## src/rtl/fifo_wr_arbiter_if.sv

```systemverilog
// Handshake bundle between the two producers, the consumer, the shared FIFO
// and the write arbiter in front of it.
interface fifo_wr_arbiter_if #(
    parameter int DATA_SIZE = 32,
    parameter int CNT_SIZE  = 5
);
    logic                 req0_valid;
    logic [DATA_SIZE-1:0] req0_data;
    logic                 req0_ready;
    logic                 req1_valid;
    logic [DATA_SIZE-1:0] req1_data;
    logic                 req1_ready;
    logic                 pop_req;
    logic                 pop_ack;
    logic                 pop_valid;
    logic [DATA_SIZE-1:0] fifo_data_in;
    logic                 fifo_w_e;
    logic                 fifo_r_e;
    logic [CNT_SIZE-1:0]  level;
    logic                 full;
    logic                 empty;

    // producer/consumer/FIFO side
    modport master (
        output req0_valid, req0_data, req1_valid, req1_data, pop_req,
        input  req0_ready, req1_ready, pop_ack, pop_valid,
               fifo_data_in, fifo_w_e, fifo_r_e, level, full, empty
    );

    // arbiter side
    modport slave (
        input  req0_valid, req0_data, req1_valid, req1_data, pop_req,
        output req0_ready, req1_ready, pop_ack, pop_valid,
               fifo_data_in, fifo_w_e, fifo_r_e, level, full, empty
    );
endinterface

```

## src/rtl/fifo_wr_arbiter.sv

```systemverilog
// Round-robin write arbiter for a FIFO with no status flags. Keeps its own
// occupancy count (including words still in the one-cycle write pipeline)
// and derives full/empty back-pressure from it.
module fifo_wr_arbiter #(
    parameter int DATA_SIZE = 32,
    parameter int DEPTH     = 16,
    parameter int CNT_SIZE  = 5
) (
    input logic              clk,
    input logic              nRST,
    fifo_wr_arbiter_if.slave bus
);
    logic                 prio;
    logic                 pref_valid;
    logic                 other_valid;
    logic                 win_valid;
    logic                 win_sel;
    logic [DATA_SIZE-1:0] win_data;
    logic                 accept;
    logic                 pop_ack;
    logic [CNT_SIZE-1:0]  level;
    logic [CNT_SIZE-1:0]  level_nxt;
    logic                 full;
    logic                 empty;
    logic                 w_e;
    logic                 r_e;
    logic                 pop_valid;
    logic [DATA_SIZE-1:0] data_in;

    // winner selection: preferred producer if valid, otherwise the other one
    always_comb begin
        pref_valid  = prio ? bus.req1_valid : bus.req0_valid;
        other_valid = prio ? bus.req0_valid : bus.req1_valid;
        win_valid   = pref_valid | other_valid;
        win_sel     = pref_valid ? prio : ~prio;
        win_data    = win_sel ? bus.req1_data : bus.req0_data;
        accept      = win_valid & ~full;
        pop_ack     = bus.pop_req & ~empty;
    end

    // next occupancy; simultaneous accept and pop cancel out
    always_comb begin
        level_nxt = level;
        case ({accept, pop_ack})
            2'b10:   level_nxt = level + 1'b1;
            2'b01:   level_nxt = level - 1'b1;
            default: level_nxt = level;
        endcase
    end

    // priority, FIFO strobes, read-valid pipeline and occupancy flags
    always_ff @(posedge clk or negedge nRST) begin
        if (!nRST) begin
            prio      <= 1'b0;
            w_e       <= 1'b0;
            data_in   <= '0;
            r_e       <= 1'b0;
            pop_valid <= 1'b0;
            level     <= '0;
            full      <= 1'b0;
            empty     <= 1'b1;
        end else begin
            if (accept) begin
                prio    <= ~win_sel;
                data_in <= win_data;
            end
            w_e       <= accept;
            r_e       <= pop_ack;
            pop_valid <= r_e;
            level     <= level_nxt;
            full      <= (level_nxt == CNT_SIZE'(DEPTH));
            empty     <= (level_nxt == '0);
        end
    end

    assign bus.req0_ready   = win_valid & ~win_sel & ~full;
    assign bus.req1_ready   = win_valid &  win_sel & ~full;
    assign bus.pop_ack      = pop_ack;
    assign bus.pop_valid    = pop_valid;
    assign bus.fifo_data_in = data_in;
    assign bus.fifo_w_e     = w_e;
    assign bus.fifo_r_e     = r_e;
    assign bus.level        = level;
    assign bus.full         = full;
    assign bus.empty        = empty;
endmodule

```

## src/flat_wrapper.sv

```systemverilog
// flat-port wrapper written by rule: the top's interface ports become plain ports
module fifo_wr_arbiter_flat 
#(
    parameter int DATA_SIZE = 32,
    parameter int DEPTH     = 16,
    parameter int CNT_SIZE  = 5
)
  (clk, nRST, bus_req0_valid, bus_req0_data, bus_req1_valid, bus_req1_data, bus_pop_req, bus_req0_ready, bus_req1_ready, bus_pop_ack, bus_pop_valid, bus_fifo_data_in, bus_fifo_w_e, bus_fifo_r_e, bus_level, bus_full, bus_empty);
  fifo_wr_arbiter_if #(.DATA_SIZE(DATA_SIZE), .CNT_SIZE(CNT_SIZE)) bus_i ();
  input logic clk;
  input logic nRST;
  input wire logic [$bits(bus_i.req0_valid)-1:0] bus_req0_valid;
  input wire logic [$bits(bus_i.req0_data)-1:0] bus_req0_data;
  input wire logic [$bits(bus_i.req1_valid)-1:0] bus_req1_valid;
  input wire logic [$bits(bus_i.req1_data)-1:0] bus_req1_data;
  input wire logic [$bits(bus_i.pop_req)-1:0] bus_pop_req;
  output wire logic [$bits(bus_i.req0_ready)-1:0] bus_req0_ready;
  output wire logic [$bits(bus_i.req1_ready)-1:0] bus_req1_ready;
  output wire logic [$bits(bus_i.pop_ack)-1:0] bus_pop_ack;
  output wire logic [$bits(bus_i.pop_valid)-1:0] bus_pop_valid;
  output wire logic [$bits(bus_i.fifo_data_in)-1:0] bus_fifo_data_in;
  output wire logic [$bits(bus_i.fifo_w_e)-1:0] bus_fifo_w_e;
  output wire logic [$bits(bus_i.fifo_r_e)-1:0] bus_fifo_r_e;
  output wire logic [$bits(bus_i.level)-1:0] bus_level;
  output wire logic [$bits(bus_i.full)-1:0] bus_full;
  output wire logic [$bits(bus_i.empty)-1:0] bus_empty;
  assign bus_i.req0_valid = bus_req0_valid;
  assign bus_i.req0_data = bus_req0_data;
  assign bus_i.req1_valid = bus_req1_valid;
  assign bus_i.req1_data = bus_req1_data;
  assign bus_i.pop_req = bus_pop_req;
  assign bus_req0_ready = bus_i.req0_ready;
  assign bus_req1_ready = bus_i.req1_ready;
  assign bus_pop_ack = bus_i.pop_ack;
  assign bus_pop_valid = bus_i.pop_valid;
  assign bus_fifo_data_in = bus_i.fifo_data_in;
  assign bus_fifo_w_e = bus_i.fifo_w_e;
  assign bus_fifo_r_e = bus_i.fifo_r_e;
  assign bus_level = bus_i.level;
  assign bus_full = bus_i.full;
  assign bus_empty = bus_i.empty;
  fifo_wr_arbiter #(.DATA_SIZE(DATA_SIZE), .DEPTH(DEPTH), .CNT_SIZE(CNT_SIZE)) u_core (.clk(clk), .nRST(nRST), .bus(bus_i));
endmodule
```

## config.mk

```make
export PLATFORM = sky130hd
export DESIGN_NAME = fifo_wr_arbiter_flat
export DESIGN_NICKNAME = d
export VERILOG_FILES = /design/src/rtl/fifo_wr_arbiter_if.sv /design/src/rtl/fifo_wr_arbiter.sv /design/src/flat_wrapper.sv
export SDC_FILE = /design/constraint.sdc
export NUM_CORES = 1
export LEC_CHECK = 0
export BUFFER_PORTS_ARGS = -buffer_cell sky130_fd_sc_hd__buf_2
export CAP_MARGIN = 20
export CELL_PAD_IN_SITES_DETAIL_PLACEMENT = 1
export CELL_PAD_IN_SITES_GLOBAL_PLACEMENT = 2
export CORE_ASPECT_RATIO = 0.75
export CORE_MARGIN = 4
export CORE_UTILIZATION = 25
export DETAILED_ROUTE_END_ITERATION = 10
export PLACE_DENSITY = 0.8
export SLEW_MARGIN = 30
export SYNTH_ARGS = -nofsm -noshare
export SYNTH_HDL_FRONTEND = slang
export SYNTH_SLANG_ARGS = --single-unit
```

## constraint.sdc

```tcl
create_clock -name clk -period 2.69 [get_ports clk]
set_clock_uncertainty 0.15 [all_clocks]
set_input_delay 0.538 -clock clk [delete_from_list [all_inputs] [get_ports clk]]
set_output_delay 0.538 -clock clk [all_outputs]
set_load 0.03 [all_outputs]
```

==> Word level (Yosys, flattened, before mapping) <==
Index checks and enable logic that the tools add are counted.
{ "classes": {"add_sub_neg": 2, "eq_ne": 3, "n_mux": 5, "bitwise": 11, "reduce_logical": 1} }
{ "op_table": {"columns": ["op", "n"], "rows": [
  ["$mux 32", 1],
  ["$pmux 5 s2", 1],
  ["$and 1x1->1", 6],
  ["$add 5x1->5 const B", 1],
  ["$eq 5x5->1 const B", 1],
  ["$logic_not 5->1", 1],
  ["$sub 5x1->5 const B", 1],
  ["$not 1->1", 4],
  ["$mux 1", 3],
  ["$eq 2x1->1 const B", 1],
  ["$eq 2x2->1 const B", 1],
  ["$or 1x1->1", 1]
]} }
{ "word_totals": {"register_bits": 43, "output_inout_bits": 45, "wordCells": 30} }

==> Logic depth before layout (Yosys ltp) <==
Gate-level depths: netlist (run 1).
{ "logic_depth": {"word_depth": 6, "ltp_mapped": 10} }

==> Worst setup path after synthesis (run 1) <==
OpenSTA, ideal clock, no wires.
{ "synth_timing": {"kind": "reg-to-reg", "from": "register u_core.full, in the netlist u_core.bus.full", "to": "register u_core.full, in the netlist u_core.bus.full", "setup_time_ps": 131, "t_arrival_ps": 2165, "required_time_ps": 2409, "path_slack_ps": 244, "stages_incl_launch_ff": 10, "n_path_buf": 2, "path_cell_list": "dfrtp_1 -> o21bai_2 -> buf_6 -> buf_2 -> ha_1 -> nand4b_1 -> a221oi_2 -> a21oi_2 -> xnor2_2 -> nor3b_2"} }
{ "synth_via": {"elab_chain_cells": 5} }
{ "synth_lines": {"columns": ["element", "line_no", "text"], "rows": [
  ["start: declaration", "fifo_wr_arbiter.sv:23", "logic full;"],
  ["start signal: assignment", "fifo_wr_arbiter.sv:71", "full <= (level_nxt == CNT_SIZE'(DEPTH));"],
  ["$not 1->1 *", "fifo_wr_arbiter.sv:37", "accept = win_valid & ~full;"],
  ["$and 1x1->1 *", "fifo_wr_arbiter.sv:37", null],
  ["$eq 2x1->1 or $eq 2x2->1 (tied branches)", "fifo_wr_arbiter.sv:44", "case ({accept, pop_ack})"],
  ["$pmux 5 s2 *", "fifo_wr_arbiter.sv:44", null],
  ["via u_core.level_nxt[4]", "fifo_wr_arbiter.sv:22", "logic [CNT_SIZE-1:0] level_nxt;"],
  ["$eq 5x5->1 *", "fifo_wr_arbiter.sv:71", null]
]} }
The timed path passes the listed nets; every way through them passes the cells marked *.
A chain may end at the register's enable or synchronous reset.

==> Final worst setup path (run 1) <==
{ "layout_timing": {"from": "register u_core.full, in the netlist u_core.bus.full", "to": "register u_core.full, in the netlist u_core.bus.full"} }
{ "layout_via": {"elab_chain_cells": 5} }
{ "layout_lines": {"columns": ["element", "line_no"], "rows": [
  ["$not 1->1 *", "fifo_wr_arbiter.sv:37"],
  ["$and 1x1->1 *", "fifo_wr_arbiter.sv:37"],
  ["$eq 2x1->1 or $eq 2x2->1 (tied branches)", "fifo_wr_arbiter.sv:44"],
  ["$pmux 5 s2 *", "fifo_wr_arbiter.sv:44"],
  ["$eq 5x5->1 *", "fifo_wr_arbiter.sv:71"]
]} }
Mark *: on every way between the ends. The rest lies on a longest branch, timed or not.

==> results of run 1 <==
==> flip-flops by register name, indices dropped and copies added (netlist names) <==
register and count:
u_core.bus.empty 1, u_core.bus.fifo_w_e 1, u_core.prio 1, u_core.bus.full 1, u_core.bus.fifo_r_e 1, u_core.bus.level 5
u_core.bus.fifo_data_in 32, u_core.bus.pop_valid 1
==> Yosys cell counts (all sizes together) (2+ instances only) <==
library cell,number
a21oi,3
a222oi,32
buf,7
clkbuf,8
dfrtp,42
ha,2
inv,37
nand2,3
nor2,5
nor2b,2
nor3b,2
xnor2,6
xor2,2
==> area by class of cell <==
| cell class | count | area [um2] | share of cell area |
|---|---|---|---|
| multi-input cells | 73 | 682 | 0.245 |
| clock buffers | 6 | 82.6 | 0.0297 |
| repair buffers | 122 | 636 | 0.229 |
| clock inverters | 2 | 35.0 | 0.0126 |
| well taps | 101 | 126 | 0.0455 |
| flip-flops and latches | 43 | 1080 | 0.388 |
| inverters | 37 | 139 | 0.0500 |
==> power breakdown <==
group | leakage (nW) | internal [W] | total [W] | switching, W
combinational | 0.924 | 0.000535 | 0.00153 | 0.000997
clock | 0.0612 | 0.000301 | 0.000519 | 0.000218
sequential | 0.517 | 0.000875 | 0.00107 | 0.000191
==> layer usage <==
layer	routed length (um)	global-route usage
met3	574	0.0446
met4	67	0.0313
met5	0	0
met2	2640	0.201
met1	2640	0.176
==> cell usage in the layout (no fill, tap or decap), types with 2 or more instances in the layout <==
master	instances
clkbuf_8	6
xnor2_1	4
nand2_1	2
inv_1	36
dfrtp_1	42
xnor2_2	2
nor2b_1	2
buf_4	8
ha_1	2
xor2_1	2
a222oi_1	32
nor2_1	5
buf_2	113
a21oi_2	2
==> metrics by stage <==
stage               setup WS, ns   util  cells
floorplan                  0.244      -    168
finish                     0.348  0.372    384
global placement           0.264  0.355    375
CTS                        0.336  0.372    384
detailed placement         0.170  0.355    375
global route               0.191  0.372    384
==> worst min path at each step <==
stage                              from                    endpoint  slack (ns)  depth (start not counted)
finish              u_core.bus.fifo_r_e        u_core.bus.pop_valid        0.24                          0
global route        u_core.bus.fifo_r_e        u_core.bus.pop_valid        0.26                          0
CTS                 u_core.bus.fifo_r_e        u_core.bus.pop_valid        0.25                          0
detailed placement  u_core.bus.fifo_r_e        u_core.bus.pop_valid        0.23                          0
global placement    u_core.bus.fifo_r_e        u_core.bus.pop_valid        0.21                          0
floorplan                          nRST  u_core.bus.fifo_data_in[0]        0.09                          0
==> kinds of logic (layout without fill, tap and decap cells) <==
family	Yosys count	count (layout)	synth area share
AND/OR/NAND/NOR	19	19	0.0626
AO/OA/AOI/OAI	44	44	0.221
flip-flops	43	43	0.549
adder cells (fa/ha/maj)	2	2	0.0128
XOR/XNOR	8	8	0.0434
buffers and inverters	52	167	0.110
==> flow_summary.json, run 1 <==
{
  "status": "finished clean",
  "synth_ff_type": "dfrtp_1",
  "wl_mm": 5.92,
  "critPathCaptureType": "flop",
  "cts_resized": 0,
  "fin_tns_setup_ns": 0,
  "place_area_um2": 2650,
  "cp_num_cells": 8,
  "dieArea_um2": 9340,
  "crit_end": "u_core.bus.full",
  "ys_warn_count": 0,
  "overflow": 0,
  "required_ns": 2.71,
  "cpPeakStageDelay_ns": 0.44,
  "floorplan.rows": 27,
  "final_layout_size_suffix_gt1_frac": 0.505,
  "peakVddDrop_mv": 0.360,
  "crit_path_start_kind": "flop",
  "clock-sinks": 43,
  "place_congestion": 0.741,
  "crit_family": "compound AO/OA/AOI/OAI gates",
  "coreArea_um2": 7470,
  "ys_ff_latch": 43,
  "hold_buffers": 1,
  "yosysTopAreaCellShare": 0.536,
  "worstMarginPinSlew_ns": 0.370,
  "final_antenna_net_count": 0,
  "drc_errors": 0,
  "cts_buffer_depth": 2,
  "total_power_w": 0.00312,
  "vias": 1803,
  "syn_to_final_growth_pct": 41.7,
  "synthCells": 168,
  "track_usage": 0.130,
  "via_per_inst": 4.70,
  "start_util": 0.263,
  "crit_path_start": "u_core.bus.full",
  "slowest_stage": "dfrtp_1",
  "cts_tree": "done",
  "dr.pass1.iters": 6,
  "holdCritPathClass": "flop to flop",
  "hold_ws_ns": 0.238,
  "slew_violations": 0,
  "cts-buffers-inserted": 5,
  "worstRegToRegCells": 8,
  "synth_cell_types": 36,
  "ioPinCount": 114,
  "cts_max_level": 2,
  "synth_area_leaders": "dfrtp_1, a222oi_1, inv_1",
  "synth_edf_count": 0,
  "period_minus_slack_ns": 2.34,
  "die_x_um": 110,
  "antenna_found_initial": 0,
  "diodes": 0,
  "power_density_nw_per_um2": 1120,
  "grt_pass1_wl_mm": 9.66,
  "fmax_mhz": 427,
  "ys_async_sr_fraction": 1.00,
  "finalHoldViolations": 0,
  "drtIter0Drc": 151,
  "clk_latency_ns": 0.28,
  "leakagePower_nw": 1.50,
  "crit_chain": "o21bai_4, buf_4, ha_1, a21oi_2, xor2_1, xnor2_1, a41oi_1, nor3b_2",
  "r2r_start": "u_core.bus.full",
  "io_buffers": 113,
  "grt_max_degree": 33,
  "clk_pin_slew_worst_paths_ns": 0.08,
  "setup_viol": 0,
  "post_cts_buffers": 0,
  "synth.avg_cell_area_um2": 11.7,
  "final_nets": 353,
  "reg2reg_setup_slack_ns": 0.35,
  "die_h_um": 84.7,
  "grt_pass1_vias": 1920,
  "maxCapViolations": 0,
  "synth_nets": 239,
  "fillers": 870,
  "wl_per_cell_um": 15.4,
  "criticalPathCategory": "flop to flop",
  "yosysSeqAreaShare": 0.549,
  "syn-cell-area_um2": 1960,
  "timing.critical_path.buf_inv": 1,
  "cp_data_arrival_time_ns": 2.36,
  "timing.final.crit_share": 0.871,
  "fin_area_um2": 2780,
  "cts-root-buf": "clkbuf_8",
  "dp_hpwl_mm": 4.56,
  "max-slew-margin-rel": 0.753,
  "rsz0062_at_grt": "no",
  "cp_max_fo": 9,
  "reg2reg_to": "u_core.bus.full",
  "yosysTopAreaCell": "dfrtp_1"
}
No activity file was read; power rests on OpenSTA's default activity.
==> inputs of run 2 (changes only) <==
CELL_PAD_IN_SITES_GLOBAL_PLACEMENT = 1   (was 2)
CORE_UTILIZATION = 32   (was 25)
PLACE_DENSITY = 0.81   (was 0.8)
==> run 2 against run 1 <==
Compared with the run above:
- via count decreased by 1.6%
- clock-buffer cell count increased by 2
- clock power decreased by 16%
- first-iteration DRC count increased by 18%
- register-to-register slack about the same
- flip-flop and latch count unchanged
- global-route usage increased by 2.8 points
- sequential power about the same
- final cell count decreased by 6.8%
- utilization increased by 8.8 points
- die area decreased by 20%
- highest routed layer unchanged
==> flow_summary.json, run 2 (same netlist as run 1, synthesis figures left out) <==
{
  "status": "finished clean",
  "crit_family": "compound AO/OA/AOI/OAI gates",
  "total_power_w": 0.00302,
  "post_cts_buffers": 0,
  "die_x_um": 98.4,
  "fmax_mhz": 425,
  "switchingPower_w": 0.00138,
  "floorplan.rows": 24,
  "wl_mm": 5.57,
  "crit_path_start_kind": "flop",
  "final_cell_mix": "buf_2, dfrtp_1, inv_1",
  "cts_tree": "done",
  "criticalPathCategory": "flop to flop",
  "worstMarginPinSlew_ns": 0.375,
  "final_layout_size_suffix_gt1_frac": 0.500,
  "final_nets": 350,
  "syn_to_final_growth_pct": 38.0,
  "cts_max_level": 2,
  "power_density_nw_per_um2": 1120,
  "hold_ws_ns": 0.00399,
  "grt_pass1_vias": 1918,
  "p_clk_frac": 0.144,
  "crit_path_start": "u_core.bus.full",
  "place_congestion": 0.755,
  "p_seq_frac": 0.355,
  "diodes": 0,
  "grt_max_degree": 34,
  "cts_buffer_depth": 2,
  "antenna_found_initial": 0,
  "io_buffers": 113,
  "cp_data_arrival_time_ns": 2.37,
  "via_per_inst": 4.96,
  "coreArea_um2": 5890,
  "track_usage": 0.158,
  "worstRegToRegCells": 8,
  "clk_latency_ns": 0.29,
  "setup_viol": 0,
  "dieArea_um2": 7460,
  "cpPeakStageDelay_ns": 0.44,
  "largest_reg_flops": 32,
  "slew_violations": 0,
  "internal-power_w": 0.00164,
  "fin_tns_setup_ns": 0,
  "timing.critical_path.buf_inv": 1,
  "dp_hpwl_mm": 4.35,
  "leakagePower_nw": 1.48,
  "max-slew-margin-rel": 0.750,
  "crit_chain": "o21bai_4, buf_4, ha_1, a21oi_2, xor2_1, xnor2_1, a41oi_1, nor3b_2",
  "hold_buffers": 0,
  "period_minus_slack_ns": 2.36,
  "start_util": 0.333,
  "maxCapViolations": 0,
  "die_h_um": 75.8,
  "wl_per_cell_um": 15.5,
  "required_ns": 2.70,
  "peakVddDrop_mv": 0.367,
  "vias": 1774,
  "cp_max_fo": 15,
  "grt_pass1_wl_mm": 9.40,
  "cp_num_cells": 8,
  "final_util": 0.460,
  "timing.final.crit_share": 0.876,
  "cts-buffers-inserted": 5,
  "final.setup.worst_slack_ns": 0.334,
  "drc_errors": 0,
  "r2r_start": "u_core.bus.full",
  "clk_pin_slew_worst_paths_ns": 0.08,
  "slowest_stage": "dfrtp_1",
  "switching_share": 0.458,
  "clock-sinks": 43,
  "place_worst_setup_slack_ns": 0.0943,
  "cts_resized": 0,
  "ioPinCount": 114,
  "dr.pass1.iters": 6,
  "cts-root-buf": "clkbuf_8",
  "critPathCaptureType": "flop",
  "final_antenna_net_count": 0,
  "drtIter0Drc": 178,
  "holdCritPathClass": "input port to asynchronous set/reset pin",
  "finalHoldViolations": 0,
  "overflow": 0,
  "comb_power_share": 0.501,
  "rsz0062_at_grt": "no",
  "layout_commonest_cell": "buf_2"
}
[run 2: cell count changes in the layout (fill, tap and decap cells not counted)]
cell / change
buf_4: -2
clkbuf_8: +1
bufinv_16: -1
clkinv_2: -1
clkbuf_1: +1
dlygate4sd3_1: -1
[run 2: power groups by stage]
stage          Clock (W)  Sequential (W)  Combinational (W)
2_1_floorplan          0         0.00146           0.000683
3_3_place_gp           0         0.00107            0.00150
5_1_grt         0.000496         0.00111            0.00165
4_1_cts         0.000457         0.00107            0.00154
3_5_place_dp           0         0.00108            0.00154
6_report        0.000435         0.00107            0.00151
[run 2: through the flow]
stage               cells  instance area [um2]
global route          358                 2710
CTS                   358                 2710
global placement      350                 2610
finish                358                 2710
detailed placement    350                 2610
floorplan             168                 1960
[run 2: area by class of cell]
class | instances | area [um2]
clock buffers | 8 | 100
fillers | 713 | 3180
multi-input cells | 73 | 682
well taps | 78 | 97.6
flip-flops and latches | 43 | 1080
inverters | 37 | 139
repair buffers | 119 | 611
[run 2: final timing paths]
check,slack [ns],end
max in group asynchronous,1.66,u_core.bus.empty
min in group clk,0.24,u_core.bus.pop_valid
worst min register to register,0.24,u_core.bus.pop_valid
worst max register to register,0.33,u_core.bus.full
worst max-delay path,0.33,u_core.bus.full
worst min-delay path,0.004,u_core.bus.fifo_r_e
[run 2: routing by layer]
layer  global-route usage  wire, um
met1                0.205      2470
met2                0.264      2610
met3               0.0467       455
met4               0.0409        31
met5                    0         0
==> inputs of run 3 (changes only) <==
--- a/config.mk
+++ b/config.mk
@@ -15,3 +15,3 @@
 export DETAILED_ROUTE_END_ITERATION = 10
-export PLACE_DENSITY = 0.81
+export PLACE_DENSITY_LB_ADDON = 0.3
 export SLEW_MARGIN = 30
==> constraint.sdc (replaced) <==
create_clock -name clk -period 2.69 [get_ports clk]
set_clock_uncertainty 0.15 [all_clocks]
set_input_delay 0.4035 -clock clk [delete_from_list [all_inputs] [get_ports clk]]
set_output_delay 0.4035 -clock clk [all_outputs]
set_load 0.03 [all_outputs]
==> run 3 against run 2 <==
Compared with the run above:
- global-route usage is 1.8 points higher
- die area is the same
- critical path depth up 1
- setup slack got worse by 0.024 ns
- hold slack better by 0.16 ns
- routed wire length up 8.5%
- sequential power hardly changed
- flip-flop and latch count unchanged
- via count rose by 3.3%
- non-clock buffer count is the same
- first-iteration DRC count decreased by 13%
- combinational power hardly changed
- highest routed layer unchanged
==> flow_summary.json, run 3 (same netlist as run 1, synthesis figures left out) <==
{
  "wl_mm": 6.04,
  "cts-buffers-inserted": 5,
  "grt_pass1_wl_mm": 10.3,
  "grt_pass1_vias": 2023,
  "r2r_start": "u_core.bus.full",
  "dp_hpwl_mm": 4.61,
  "holdCritPathClass": "input port to flop",
  "place_congestion": 0.788,
  "fin_tns_setup_ns": 0,
  "max-slew-margin-rel": 0.699,
  "grt_max_degree": 38,
  "antenna_found_initial": 0,
  "cts_tree": "done",
  "dpl.cell_count": 349,
  "via_per_inst": 5.12,
  "track_usage": 0.176,
  "largest_reg_flops": 32,
  "total_power_w": 0.00299,
  "reg2reg_setup_slack_ns": 0.31,
  "finalHoldViolations": 0,
  "crit_path_start_kind": "flop",
  "ioPinCount": 114,
  "dr.pass1.iters": 6,
  "power_density_nw_per_um2": 1110,
  "final_nets": 350,
  "post_cts_buffers": 0,
  "cts-root-buf": "clkbuf_8",
  "io_buffers": 113,
  "diodes": 0,
  "maxCapViolations": 0,
  "coreArea_um2": 5890,
  "final_layout_size_suffix_gt1_frac": 0.493,
  "cts_buffer_depth": 2,
  "cp_max_fo": 4,
  "slew_violations": 0,
  "overflow": 0,
  "setup_viol": 0,
  "peakVddDrop_mv": 0.306,
  "clk_pin_slew_worst_paths_ns": 0.08,
  "period_minus_slack_ns": 2.38,
  "syn_to_final_growth_pct": 37.5,
  "wl_per_cell_um": 16.9,
  "fin_area_um2": 2700,
  "required_ns": 2.71,
  "crit_end": "u_core.bus.full",
  "rsz0062_at_grt": "no",
  "final_util": 0.458,
  "vias": 1833,
  "fillers": 714,
  "clock-sinks": 43,
  "cp_data_arrival_time_ns": 2.40,
  "timing.final.crit_share": 0.885,
  "drtIter0Drc": 155,
  "die_x_um": 98.4,
  "worstMarginPinSlew_ns": 0.452,
  "critPathCaptureType": "flop",
  "worstRegToRegCells": 9,
  "die_h_um": 75.8,
  "drc_errors": 0,
  "layoutNonFillerInstCount": 358,
  "crit_path_start": "u_core.bus.full",
  "layout_commonest_cell": "buf_2",
  "fmax_mhz": 420,
  "clk_latency_ns": 0.29,
  "final_antenna_net_count": 0,
  "floorplan.rows": 24,
  "final_cell_mix": "buf_2, dfrtp_1, inv_1",
  "criticalPathCategory": "flop to flop",
  "reg2reg_to": "u_core.bus.full",
  "leakagePower_nw": 1.47,
  "place_area_um2": 2600,
  "dieArea_um2": 7460,
  "start_util": 0.333,
  "cts_max_level": 2,
  "status": "finished clean"
}
-- run 3: cell count changes in the layout (fill, tap and decap cells not counted) --
cell           before  now
clkbuf_1            1    2
clkinv_2            0    1
o21bai_2            0    1
o21bai_4            1    0
clkbuf_8            7    5
dlygate4sd3_1       0    1
buf_12              0    1
buf_4               6    4
-- run 3: timing repair --
action	CTS	global route
hold buffers	1	0
endpoints found under the hold margin	18	0
resized for setup	0	0
-- run 3: power by group --
group,internal (W),switching [W],total (W)
combinational,0.000523,0.00102,0.00154
clock,0.000182,0.000211,0.000394
sequential,0.000875,0.000187,0.00106
total,0.00158,0.00141,0.00299
-- run 3: critical path, stage by stage, from the launching register on --
cell      delay, ns
dfrtp_1        0.43
o21bai_2       0.19
nand2_2        0.12
xnor2_1        0.15
ha_1           0.25
a21oi_2        0.18
xor2_1         0.22
xnor2_1        0.11
a41oi_1        0.37
nor3b_2        0.08
-- run 3: final cells by class --
| class | instances | area, um2 | share of cell area |
|---|---|---|---|
| inverter | 37 | 139 | 0.0515 |
| sequential | 43 | 1080 | 0.400 |
| tap | 78 | 97.6 | 0.0362 |
| multi-input combinational | 73 | 674 | 0.250 |
| clock buffer | 7 | 76.3 | 0.0283 |
| clock inverter | 1 | 5.00 | 0.00186 |
| timing repair buffer | 119 | 626 | 0.232 |
-- run 3: worst min-delay path by stage --
| stage | from | endpoint | slack (ns) | depth (start not counted) |
|---|---|---|---|---|
| after detailed placement | u_core.bus.fifo_r_e | u_core.bus.pop_valid | 0.21 | 0 |
| after global routing | bus_req1_data[11] | u_core.bus.fifo_data_in[11] | 0.16 | 3 |
| after floorplan | nRST | u_core.bus.fifo_data_in[0] | -0.04 | 0 |
| after CTS | bus_req1_data[8] | u_core.bus.fifo_data_in[8] | 0.15 | 3 |
| final | bus_req1_data[11] | u_core.bus.fifo_data_in[11] | 0.16 | 3 |
| after global placement | u_core.bus.fifo_r_e | u_core.bus.pop_valid | 0.21 | 0 |
-- run 3: metal layers --
| layer | vias up | wire length [um] | GRT usage |
|---|---|---|---|
| met4 | 0 | 95 | 0.0606 |
| met5 | - | 0 | 0 |
| li1 | 836 | - | - |
| met2 | 88 | 2770 | 0.290 |
| met1 | 900 | 2640 | 0.227 |
| met3 | 9 | 537 | 0.0494 |
-- run 3: stage by stage --
| stage | setup WS (ns) | hold WS (ns) |
|---|---|---|
| 2_1_floorplan | 0.244 | -0.0421 |
| 3_3_place_gp | 0.372 | 0.208 |
| 3_5_place_dp | 0.177 | 0.214 |
| 4_1_cts | 0.296 | 0.152 |
| 5_1_grt | 0.0828 | 0.160 |
| 6_report | 0.310 | 0.162 |
